### src/rtl/lsu_pkg.sv
// Shared load/store definitions: FSM states, error codes, funct3 encodings and the
// accept-time legality checks.
package lsu_pkg;

   typedef enum logic [1:0] {
      IDLE = 2'b00,
      REQ  = 2'b01,
      WAIT = 2'b10,
      RESP = 2'b11
   } lsu_state_e;

   typedef enum logic [1:0] {
      ERR_NONE     = 2'b00,
      ERR_MISALIGN = 2'b01,
      ERR_TIMEOUT  = 2'b10,
      ERR_ILLEGAL  = 2'b11
   } lsu_err_e;

   localparam logic [2:0] F3_B  = 3'b000;
   localparam logic [2:0] F3_H  = 3'b001;
   localparam logic [2:0] F3_W  = 3'b010;
   localparam logic [2:0] F3_BU = 3'b100;
   localparam logic [2:0] F3_HU = 3'b101;

   // Stores have no unsigned forms, so any funct3 past SW is illegal for them.
   function automatic logic f3_illegal(input logic store, input logic [2:0] f3);
      if (store) return (f3 > F3_W);
      return !(f3 == F3_B || f3 == F3_H || f3 == F3_W || f3 == F3_BU || f3 == F3_HU);
   endfunction

   function automatic logic f3_misaligned(input logic [2:0] f3, input logic [1:0] off);
      if (f3 == F3_H || f3 == F3_HU) return off[0];
      if (f3 == F3_W) return (off != 2'b00);
      return 1'b0;
   endfunction

endpackage

### src/rtl/lsu_if.sv
// Core-side op/result bundle and data-memory req/gnt/rvalid bundle for the LSU.
interface lsu_op_if #(parameter int XLEN = 32);
   logic            op_valid;
   logic            op_ready;
   logic            op_store;
   logic [2:0]      op_funct3;
   logic [XLEN-1:0] op_base;
   logic [11:0]     op_imm;
   logic [XLEN-1:0] op_wdata;
   logic [4:0]      op_rd;
   logic            res_valid;
   logic [4:0]      res_rd;
   logic [XLEN-1:0] res_data;
   logic [1:0]      res_err;

   modport master (
      output op_valid, op_store, op_funct3, op_base, op_imm, op_wdata, op_rd,
      input  op_ready, res_valid, res_rd, res_data, res_err
   );
   modport slave (
      input  op_valid, op_store, op_funct3, op_base, op_imm, op_wdata, op_rd,
      output op_ready, res_valid, res_rd, res_data, res_err
   );
endinterface

interface lsu_mem_if #(parameter int XLEN = 32, parameter int AW = 32);
   logic              mem_req;
   logic              mem_gnt;
   logic              mem_we;
   logic [AW-1:0]     mem_addr;
   logic [XLEN/8-1:0] mem_be;
   logic [XLEN-1:0]   mem_wdata;
   logic              mem_rvalid;
   logic [XLEN-1:0]   mem_rdata;

   modport master (
      output mem_req, mem_we, mem_addr, mem_be, mem_wdata,
      input  mem_gnt, mem_rvalid, mem_rdata
   );
   modport slave (
      input  mem_req, mem_we, mem_addr, mem_be, mem_wdata,
      output mem_gnt, mem_rvalid, mem_rdata
   );
endinterface

### src/rtl/lsu_lane_align.sv
// Byte-lane steering: byte enables and replicated store data from size/offset,
// and shift plus sign/zero extension of returned load data.
module lsu_lane_align
   import lsu_pkg::*;
#(
   parameter int XLEN = 32
) (
   input  logic [2:0]        funct3_i,
   input  logic [1:0]        off_i,
   input  logic [XLEN-1:0]   wdata_i,
   input  logic [XLEN-1:0]   rdata_i,
   output logic [XLEN/8-1:0] be_o,
   output logic [XLEN-1:0]   wdata_o,
   output logic [XLEN-1:0]   ldata_o
);

   localparam int NB = XLEN / 8;

   logic [XLEN-1:0] shifted;
   logic            sext;

   always_comb begin
      shifted = rdata_i >> {off_i, 3'b000};
      sext    = !funct3_i[2];
      be_o    = '1;
      wdata_o = wdata_i;
      ldata_o = shifted;
      case (funct3_i[1:0])
         F3_B[1:0]: begin
            be_o    = NB'(1) << off_i;
            wdata_o = {NB{wdata_i[7:0]}};
            ldata_o = {{(XLEN-8){shifted[7] & sext}}, shifted[7:0]};
         end
         F3_H[1:0]: begin
            be_o    = NB'(3) << off_i;
            wdata_o = {(NB/2){wdata_i[15:0]}};
            ldata_o = {{(XLEN-16){shifted[15] & sext}}, shifted[15:0]};
         end
         default: ;
      endcase
   end

endmodule

### src/rtl/load_store_unit.sv
// Multi-cycle RV32I load/store unit: one op in flight, req/gnt/rvalid memory port,
// one-cycle writeback pulse with error code.
module load_store_unit
   import lsu_pkg::*;
#(
   parameter int XLEN    = 32,
   parameter int AW      = 32,
   parameter int TIMEOUT = 16
) (
   input logic        clk,
   input logic        nreset,
   lsu_op_if.slave    op,
   lsu_mem_if.master  mem
);

   localparam int CW = $clog2(TIMEOUT + 2);
   localparam logic [CW-1:0] CNT_LAST = CW'(TIMEOUT - 1);

   lsu_state_e      state_q, state_d;
   logic [CW-1:0]   cnt_q, cnt_d;
   logic [AW-1:0]   addr_q, addr_d;
   logic [2:0]      f3_q, f3_d;
   logic            store_q, store_d;
   logic [XLEN-1:0] wdata_q, wdata_d;
   logic [4:0]      rd_q, rd_d;
   lsu_err_e        err_q, err_d;
   logic [XLEN-1:0] rdata_q, rdata_d;

   logic [XLEN-1:0]   ea;
   logic [AW-1:0]     acc_addr;
   lsu_err_e          acc_err;
   logic [XLEN/8-1:0] lane_be;
   logic [XLEN-1:0]   lane_wdata;
   logic [XLEN-1:0]   lane_ldata;
   logic              in_req, in_resp;

   assign ea       = op.op_base + {{(XLEN-12){op.op_imm[11]}}, op.op_imm};
   assign acc_addr = AW'(ea);

   always_comb begin
      acc_err = ERR_NONE;
      if (f3_illegal(op.op_store, op.op_funct3))
         acc_err = ERR_ILLEGAL;
      else if (f3_misaligned(op.op_funct3, acc_addr[1:0]))
         acc_err = ERR_MISALIGN;
   end

   lsu_lane_align #(.XLEN(XLEN)) u_align (
      .funct3_i (f3_q),
      .off_i    (addr_q[1:0]),
      .wdata_i  (wdata_q),
      .rdata_i  (mem.mem_rdata),
      .be_o     (lane_be),
      .wdata_o  (lane_wdata),
      .ldata_o  (lane_ldata)
   );

   always_comb begin
      state_d = state_q;
      cnt_d   = cnt_q;
      addr_d  = addr_q;
      f3_d    = f3_q;
      store_d = store_q;
      wdata_d = wdata_q;
      rd_d    = rd_q;
      err_d   = err_q;
      rdata_d = rdata_q;
      case (state_q)
         IDLE: begin
            if (op.op_valid) begin
               addr_d  = acc_addr;
               f3_d    = op.op_funct3;
               store_d = op.op_store;
               wdata_d = op.op_wdata;
               rd_d    = op.op_rd;
               err_d   = acc_err;
               cnt_d   = '0;
               rdata_d = '0;
               state_d = (acc_err == ERR_NONE) ? REQ : RESP;
            end
         end
         // A grant on the last allowed cycle still wins; WAIT then times out at once
         // unless rvalid comes with it.
         REQ: begin
            cnt_d = cnt_q + CW'(1);
            if (mem.mem_gnt) begin
               state_d = WAIT;
            end else if (cnt_q >= CNT_LAST) begin
               err_d   = ERR_TIMEOUT;
               state_d = RESP;
            end
         end
         WAIT: begin
            if (mem.mem_rvalid) begin
               rdata_d = store_q ? '0 : lane_ldata;
               state_d = RESP;
            end else if (cnt_q >= CNT_LAST) begin
               err_d   = ERR_TIMEOUT;
               state_d = RESP;
            end else begin
               cnt_d = cnt_q + CW'(1);
            end
         end
         default: state_d = IDLE;
      endcase
   end

   always_ff @(posedge clk or negedge nreset) begin
      if (!nreset) begin
         state_q <= IDLE;
         cnt_q   <= '0;
         addr_q  <= '0;
         f3_q    <= '0;
         store_q <= 1'b0;
         wdata_q <= '0;
         rd_q    <= '0;
         err_q   <= ERR_NONE;
         rdata_q <= '0;
      end else begin
         state_q <= state_d;
         cnt_q   <= cnt_d;
         addr_q  <= addr_d;
         f3_q    <= f3_d;
         store_q <= store_d;
         wdata_q <= wdata_d;
         rd_q    <= rd_d;
         err_q   <= err_d;
         rdata_q <= rdata_d;
      end
   end

   // Outputs are gated by state so reset clears them without waiting for a clock.
   assign in_req  = (state_q == REQ);
   assign in_resp = (state_q == RESP);

   assign mem.mem_req   = in_req;
   assign mem.mem_we    = in_req & store_q;
   assign mem.mem_addr  = in_req ? {addr_q[AW-1:2], 2'b00} : '0;
   assign mem.mem_be    = in_req ? lane_be : '0;
   assign mem.mem_wdata = (in_req && store_q) ? lane_wdata : '0;

   assign op.op_ready  = (state_q == IDLE);
   assign op.res_valid = in_resp;
   assign op.res_err   = in_resp ? err_q : ERR_NONE;
   assign op.res_rd    = (in_resp && err_q == ERR_NONE && !store_q) ? rd_q : 5'd0;
   assign op.res_data  = (in_resp && err_q == ERR_NONE) ? rdata_q : '0;

endmodule
### src/flat_wrapper.sv
// flat-port wrapper written by rule: the top's interface ports become plain ports
module load_store_unit_flat import lsu_pkg::*;
#(
   parameter int XLEN    = 32,
   parameter int AW      = 32,
   parameter int TIMEOUT = 16
)
  (clk, nreset, op_op_valid, op_op_store, op_op_funct3, op_op_base, op_op_imm, op_op_wdata, op_op_rd, op_op_ready, op_res_valid, op_res_rd, op_res_data, op_res_err, mem_mem_req, mem_mem_we, mem_mem_addr, mem_mem_be, mem_mem_wdata, mem_mem_gnt, mem_mem_rvalid, mem_mem_rdata);
  lsu_op_if #(.XLEN(XLEN)) op_i ();
  lsu_mem_if #(.XLEN(XLEN), .AW(AW)) mem_i ();
  input logic clk;
  input logic nreset;
  input wire logic [$bits(op_i.op_valid)-1:0] op_op_valid;
  input wire logic [$bits(op_i.op_store)-1:0] op_op_store;
  input wire logic [$bits(op_i.op_funct3)-1:0] op_op_funct3;
  input wire logic [$bits(op_i.op_base)-1:0] op_op_base;
  input wire logic [$bits(op_i.op_imm)-1:0] op_op_imm;
  input wire logic [$bits(op_i.op_wdata)-1:0] op_op_wdata;
  input wire logic [$bits(op_i.op_rd)-1:0] op_op_rd;
  output wire logic [$bits(op_i.op_ready)-1:0] op_op_ready;
  output wire logic [$bits(op_i.res_valid)-1:0] op_res_valid;
  output wire logic [$bits(op_i.res_rd)-1:0] op_res_rd;
  output wire logic [$bits(op_i.res_data)-1:0] op_res_data;
  output wire logic [$bits(op_i.res_err)-1:0] op_res_err;
  output wire logic [$bits(mem_i.mem_req)-1:0] mem_mem_req;
  output wire logic [$bits(mem_i.mem_we)-1:0] mem_mem_we;
  output wire logic [$bits(mem_i.mem_addr)-1:0] mem_mem_addr;
  output wire logic [$bits(mem_i.mem_be)-1:0] mem_mem_be;
  output wire logic [$bits(mem_i.mem_wdata)-1:0] mem_mem_wdata;
  input wire logic [$bits(mem_i.mem_gnt)-1:0] mem_mem_gnt;
  input wire logic [$bits(mem_i.mem_rvalid)-1:0] mem_mem_rvalid;
  input wire logic [$bits(mem_i.mem_rdata)-1:0] mem_mem_rdata;
  assign op_i.op_valid = op_op_valid;
  assign op_i.op_store = op_op_store;
  assign op_i.op_funct3 = op_op_funct3;
  assign op_i.op_base = op_op_base;
  assign op_i.op_imm = op_op_imm;
  assign op_i.op_wdata = op_op_wdata;
  assign op_i.op_rd = op_op_rd;
  assign op_op_ready = op_i.op_ready;
  assign op_res_valid = op_i.res_valid;
  assign op_res_rd = op_i.res_rd;
  assign op_res_data = op_i.res_data;
  assign op_res_err = op_i.res_err;
  assign mem_mem_req = mem_i.mem_req;
  assign mem_mem_we = mem_i.mem_we;
  assign mem_mem_addr = mem_i.mem_addr;
  assign mem_mem_be = mem_i.mem_be;
  assign mem_mem_wdata = mem_i.mem_wdata;
  assign mem_i.mem_gnt = mem_mem_gnt;
  assign mem_i.mem_rvalid = mem_mem_rvalid;
  assign mem_i.mem_rdata = mem_mem_rdata;
  load_store_unit #(.XLEN(XLEN), .AW(AW), .TIMEOUT(TIMEOUT)) u_core (.clk(clk), .nreset(nreset), .op(op_i), .mem(mem_i));
endmodule
### config.mk
export PLATFORM = sky130hd
export DESIGN_NAME = load_store_unit_flat
export DESIGN_NICKNAME = d
export VERILOG_FILES = /design/src/rtl/lsu_pkg.sv /design/src/rtl/lsu_if.sv /design/src/rtl/lsu_lane_align.sv /design/src/rtl/load_store_unit.sv /design/src/flat_wrapper.sv
export SDC_FILE = /design/constraint.sdc
export NUM_CORES = 1
export LEC_CHECK = 0
export BUFFER_PORTS_ARGS = -buffer_cell sky130_fd_sc_hd__buf_2
export CORE_ASPECT_RATIO = 1.2
export CORE_MARGIN = 3
export CORE_UTILIZATION = 40
export DETAILED_ROUTE_END_ITERATION = 12
export GPL_ROUTABILITY_DRIVEN = 0
export SYNTH_ARGS = -nofsm -noshare
export SYNTH_HDL_FRONTEND = slang
export SYNTH_HIERARCHICAL = 1
export SYNTH_SLANG_ARGS = --single-unit
### constraint.sdc
create_clock -name clk -period 4.5 [get_ports clk]
set_input_delay 0.225 -clock clk [delete_from_list [all_inputs] [get_ports clk]]
set_output_delay 0.225 -clock clk [all_outputs]
set_load 0.02 [all_outputs]
==> results_dict.tcl, run 1 <==
set metrics [dict create \
    crit_slowest_cell "nor2b_1" \
    fin_skew_ns 0.00871 \
    dr_total_vias 8119 \
    crit_required_ns 4.28 \
    ios 233 \
    clockBufferDepth 2 \
    finalMaxSlewViolations 0 \
    routed_wl_mm 25.0 \
    p_per_area_nw_per_um2 565 \
    syn_inst 1068 \
    grt_max_degree 105 \
    fp-row-count 57 \
    min_path_type "in2reg" \
    cts-root-buf "clkbuf_16" \
    post-route-period-util_pct 63.4 \
    synth_most_common_cell "nand2_1" \
    ys_ff_latch 114 \
    post-route-min-period_ns 2.85 \
    cts_tree "done" \
    synth_cell_type_count 71 \
    die_w_um 139 \
    timing.fmax_mhz 350 \
    cts_max_level 4 \
    yosysTopAreaCell "dfrtp_1" \
    grt_overflow 0 \
    synth_top_area_share_pct 33.5 \
    hold_viol 0 \
    drive_above_1_share_pct 25.7 \
    track_usage_pct 21.3 \
    clk-insertion-delay-late_ns 0.41 \
    io_buffer_count 230 \
    cts.sinks 114 \
    ant_nets 0 \
    peakVddDrop_uv 344 \
    path_cells "ha_1 > nor3b_2 > buf_4 > nor2b_1 > and2_1 > buf_2" \
    cpPeakStageDelay_ns 0.52 \
    netlist_top_cells_area "dfrtp_1 (33%), nand2_1 (12%), and2_1 (5.6%)" \
    dpl.hpwl_mm 18.0 \
    first_pass_iters 5 \
    leakage_nw 5.53 \
    crit_family "simple AND/OR/NAND/NOR gates" \
    ys_seq_area_share_pct 33.5 \
    antenna_found_initial 1 \
    grt_pass1_vias 8040 \
    final_area_um2 10500 \
    crit_path_end_kind "output port" \
    core_area_um2 20600 \
    dpl-instance-area_um2 9660 \
    cts_buffers 17 \
    ys_warn_count 6 \
    slew_headroom_pct 21.2 \
    postCtsSetupRepairBufs 0 \
    synth_edf_count 0 \
    synth-async-reset-ratio_pct 100 \
    finalSetupTns_ns 0 \
    netlist_area_um2 8520 \
    cts-resized-gates 0 \
    synth_ff_type "dfrtp_1" \
    routedWlPerCell_um 16.1 \
    cts.clk_slew.worst_paths_ns 0.06 \
    setup_viol 0 \
    grt_pass1_wl_mm 40.8 \
    maxCapViolations 0 \
    cp.arrival_ns 2.63 \
    cp_num_buf_inv 2 \
    viasPerCell 5.24 \
    area_delta_synth_final_pct 23.0 \
    critPathLaunchType "flop" \
    fin_nets 1430 \
    yosys-top-cells-count "nand2_1 (279), dfrtp_1 (114), and2_1 (76)" \
    drtIter0Drc 436 \
    hold_buffers 25 \
    outcome "finished, final reports clean" \
    worstMarginPinSlew_ns 1.18 \
    start_util_pct 41.3 \
    worstSetupPathType "reg2out" \
    route.detailed.drc 0 \
    critPathMaxFanout 33 \
    die-area_um2 23100 \
    fillers 2062 \
    die_y_um 166 \
    rsz0062_at_grt "no" \
    avgSynthCellArea_um2 7.98 \
]
-- through the flow --
step                hold WS [ns]  util [%]  total power, mW  instances  setup slack, ns
floorplan                -0.0706         -             3.95       1069             2.26
global placement          0.0820      46.9             4.58       1490             1.97
detailed placement        0.0809      46.9             4.62       1490             1.92
CTS                      0.00205      50.8             5.98       1547             1.60
global route             0.00633      50.8             6.42       1547             1.47
finish                    0.0169      50.9             5.92       1548             1.65
-- placed cells by master (no fill, tap or decap), types with 5 or more instances in the layout --
master / netlist / final
o211ai_1: 20 / 20
a21oi_1: 45 / 45
a211oi_1: 5 / 5
o21ai_0: 47 / 47
ha_1: 38 / 37
nand4_1: 8 / 8
nand2_1: 279 / 278
o21ai_1: 22 / 22
xnor2_1: 17 / 17
nor2b_1: 6 / 5
and2_1: 76 / 75
nor3_1: 9 / 9
a31oi_1: 7 / 7
and3_1: 36 / 36
buf_4: 14 / 9
dfrtp_1: 114 / 114
a21o_1: 13 / 13
nor2_1: 34 / 34
clkbuf_16: 0 / 17
dlygate4sd3_1: 0 / 25
o21a_1: 9 / 9
inv_1: 20 / 20
mux2_2: 24 / 24
mux2i_1: 27 / 27
nand3_1: 44 / 44
o21bai_1: 7 / 6
buf_2: 13 / 229
or2_2: 7 / 7
nand3b_1: 6 / 6
xor2_1: 8 / 8
-- worst min-delay path, delay by kind of cell --
kind / cells / cell delay [ns]
simple gates: 2 / 0.09
buf+inv: 1 / 0.08
-- final timing paths --
check | from | endpoint | slack [ns] | cells after the start
max in group asynchronous | nreset | u_core/rdata_q[28] | 3.16 | 3
worst max register to register | u_core/state_q[0] | u_core/addr_q[28] | 2.07 | 7
worst min-delay path | op_op_wdata[23] | u_core/wdata_q[23] | 0.02 | 3
worst min register to register | u_core/rdata_q[16] | u_core/rdata_q[16] | 0.45 | 2
worst max-delay path | u_core/state_q[0] | op_res_rd[0] | 1.65 | 6
min in group asynchronous | nreset | u_core/wdata_q[5] | 0.19 | 2
-- per-layer routing --
layer	global-route usage (%)	share of wire, %
met1	27.2	43
met2	36.8	49
met3	3.51	5.1
met4	6.43	2.1
met5	0	0.052
-- sequential cells by signal (all words and copies together), names as in the netlist --
| signal | count |
|---|---|
| u_core/rdata_q | 32 |
| u_core/wdata_q | 32 |
| u_core/store_q | 1 |
| u_core/addr_q | 32 |
| u_core/rd_q | 5 |
| u_core/cnt_q | 5 |
| u_core/f3_q | 3 |
| u_core/state_q | 2 |
| u_core/err_q | 2 |
-- cell families after synthesis --
group,share of synthesized area [%]
and+or+nand+nor,29.0
DFF,33.5
buffers and inverters,5.95
muxes,6.70
AOI/OAI and AO/OA,16.5
xor gates and xnor gates,2.57
other,0.0440
adders and majority gates,5.82
-- report_power, final --
part	switching [mW]	leakage [nW]	total, mW	internal (mW)
registers	0.368	1.46	1.84	1.47
logic	1.71	3.80	2.78	1.07
clock network	0.519	0.270	1.30	0.780
total	2.60	5.53	5.92	3.33
-- area by class of cell --
type / instances / area (µm²) / area share (%)
clock buffers: 18 / 439 / 4.19
diodes: 1 / 2.50 / 0.0239
repair buffers: 263 / 1460 / 14.0
multi-input cells: 853 / 5190 / 49.5
clock inverters: 14 / 131 / 1.25
flip-flops and latches: 114 / 2850 / 27.2
inverters: 20 / 75.1 / 0.716
well taps: 265 / 332 / 3.16
No activity file was read; power rests on OpenSTA's default activity.
==> inputs of run 2 (changes only) <==
- PLACE_DENSITY: not set -> 0.66
- clock period: 4.5 -> 2.5 ns (I/O delays scaled with it)
==> run 2 against run 1 <==
  * Core utilization rose by 1.6 points
  * Register-to-register slack got worse by 1.7 ns
  * First-iteration DRC count fell by 1.1%
  * Flip-flop and latch count did not move
  * Die area did not move
  * Sequential share of layout area fell by 0.85 points
  * Cell area rose by 3.2%
  * Setup slack got worse by 1.5 ns
  * Critical endpoint is now op_res_rd[4]
  * Largest cell class unchanged
==> results_dict.tcl, run 2 (synthesis gave the netlist of run 1 again) <==
set metrics [dict create \
    post-route-period-util_pct 92.6 \
    cts.clk_slew.worst_paths_ns 0.05 \
    ant_nets 0 \
    final_area_um2 10800 \
    cp.depth 5 \
    cp_num_buf_inv 1 \
    dpl.hpwl_mm 18.5 \
    critPathLaunchType "flop" \
    clockBufferDepth 2 \
    cts-resized-gates 0 \
    finalSetupTns_ns 0 \
    cts_buffers 17 \
    instances_no_fill 1582 \
    first_pass_iters 5 \
    use_met1_pct 27.5 \
    reg.largest.list "u_core/addr_q x32, u_core/rdata_q x32, u_core/wdata_q x32" \
    die_w_um 139 \
    place_inst 1508 \
    routed_wl_mm 25.4 \
    clk-insertion-delay-late_ns 0.41 \
    io_buffer_count 230 \
    setup_viol 0 \
    cp.arrival_ns 2.19 \
    worstSetupPathType "reg2out" \
    critPathMaxFanout 8 \
    fin_util_pct 52.5 \
    multiInputGateArea_um2 5190 \
    grt_max_degree 45 \
    cts_tree "done" \
    met3_usage_pct 3.69 \
    finalMaxSlewViolations 0 \
    crit_end "op_res_rd[4]" \
    cpPeakStageDelay_ns 0.42 \
    grt_pass1_wl_mm 41.6 \
    layout_common_cells "nand2_1 (278), buf_2 (229), dfrtp_1 (114)" \
    drtIter0Drc 431 \
    hold_viol 0 \
    dpl-instance-area_um2 9840 \
    crit_slowest_cell "dfrtp_1" \
    r2r_slack_ns 0.32 \
    rsz0062_at_grt "no" \
    holdWs_ns 0.0408 \
    start_util_pct 41.3 \
    post-route-min-period_ns 2.31 \
    crit_required_ns 2.38 \
    layout.area.seq_um2 2850 \
    area_delta_synth_final_pct 27.0 \
    startpoint "u_core/state_q[0]" \
    p_per_area_nw_per_um2 1010 \
    min_path_type "in2reg" \
    mostFrequentLayoutCell "nand2_1" \
    leakage_nw 5.70 \
    timing.fmax_mhz 432 \
    fin_nets 1465 \
    crit_family "simple AND/OR/NAND/NOR gates" \
    viasPerCell 5.28 \
    antenna_found_initial 0 \
    die-area_um2 23100 \
    track_usage_pct 21.6 \
    crit_path_end_kind "output port" \
    ios 233 \
    die_y_um 166 \
    peakVddDrop_uv 532 \
    cts.sinks 114 \
    core_area_um2 20600 \
    drive_above_1_share_pct 26.4 \
    fp-row-count 57 \
    path_cells "ha_1 > nor3b_2 > nor2b_1 > and2_1 > buf_2" \
    power_mw 10.9 \
    outcome "finished, final reports clean" \
    worstMarginPinSlew_ns 0.788 \
    layout_setup_ws_ns 0.186 \
    fin_skew_ns 0.00652 \
    grt_overflow 0 \
    dp_slack_ns -0.000690 \
    r2r_start "u_core/state_q[0]" \
    regToRegEndpoint "u_core/cnt_q[2]" \
    grt_pass1_vias 8175 \
    slew_headroom_pct 47.3 \
    cts-root-buf "clkbuf_16" \
    fillers 1996 \
    maxCapViolations 0 \
    route.detailed.drc 0 \
    top_usage_layer "met2" \
    routedWlPerCell_um 16.1 \
    ff2ff_path_depth 8 \
    antenna_cells 0 \
    cts_max_level 4 \
    use_met2_pct 37.9 \
    dr_total_vias 8354 \
]
run 2: where the power goes:
part           internal (mW)  switching [mW]  total [mW]
Clock                   1.33           0.949        2.28
Combinational           2.11            3.27        5.38
Sequential              2.66           0.562        3.22
run 2: layout make-up:
type	count	area share (%)
sequential	114	26.4
tap	265	3.06
timing repair buffer	298	16.8
inverter	20	0.694
multi-input combinational	853	47.9
clock inverter	13	0.948
clock buffer	19	4.19
run 2: worst register-to-register path, cell delays in order (launching register included):
cell and delay, ns:
dfrtp_1 0.42, inv_1 0.10, ha_1 0.31, nor2b_1 0.21, or3_1 0.40, a21oi_2 0.31
o21ai_0 0.15, nand2_1 0.08, o21ai_0 0.07
run 2: metal layers:
layer  wire [µm]  vias up
met3        1370       27
met2       12800      269
li1            -     4107
met5           0        -
met1       10900     3951
met4         345        0
run 2: worst min path at each step:
stage / from / end / slack (ns) / depth (start not counted)
floorplan: nreset / u_core/addr_q[0] / -0.17 / 0
global placement: nreset / u_core/wdata_q[17] / 0.02 / 1
detailed placement: nreset / u_core/wdata_q[17] / 0.03 / 1
CTS: op_op_valid / u_core/state_q[0] / 0.03 / 3
global route: op_op_valid / u_core/state_q[0] / 0.07 / 3
finish: op_op_valid / u_core/state_q[0] / 0.04 / 3
run 2: timing repair:
action	CTS	global route
buffers inserted	0	0
endpoints found under the setup margin	0	0
endpoints found under the hold margin	98	0
hold buffers	42	0
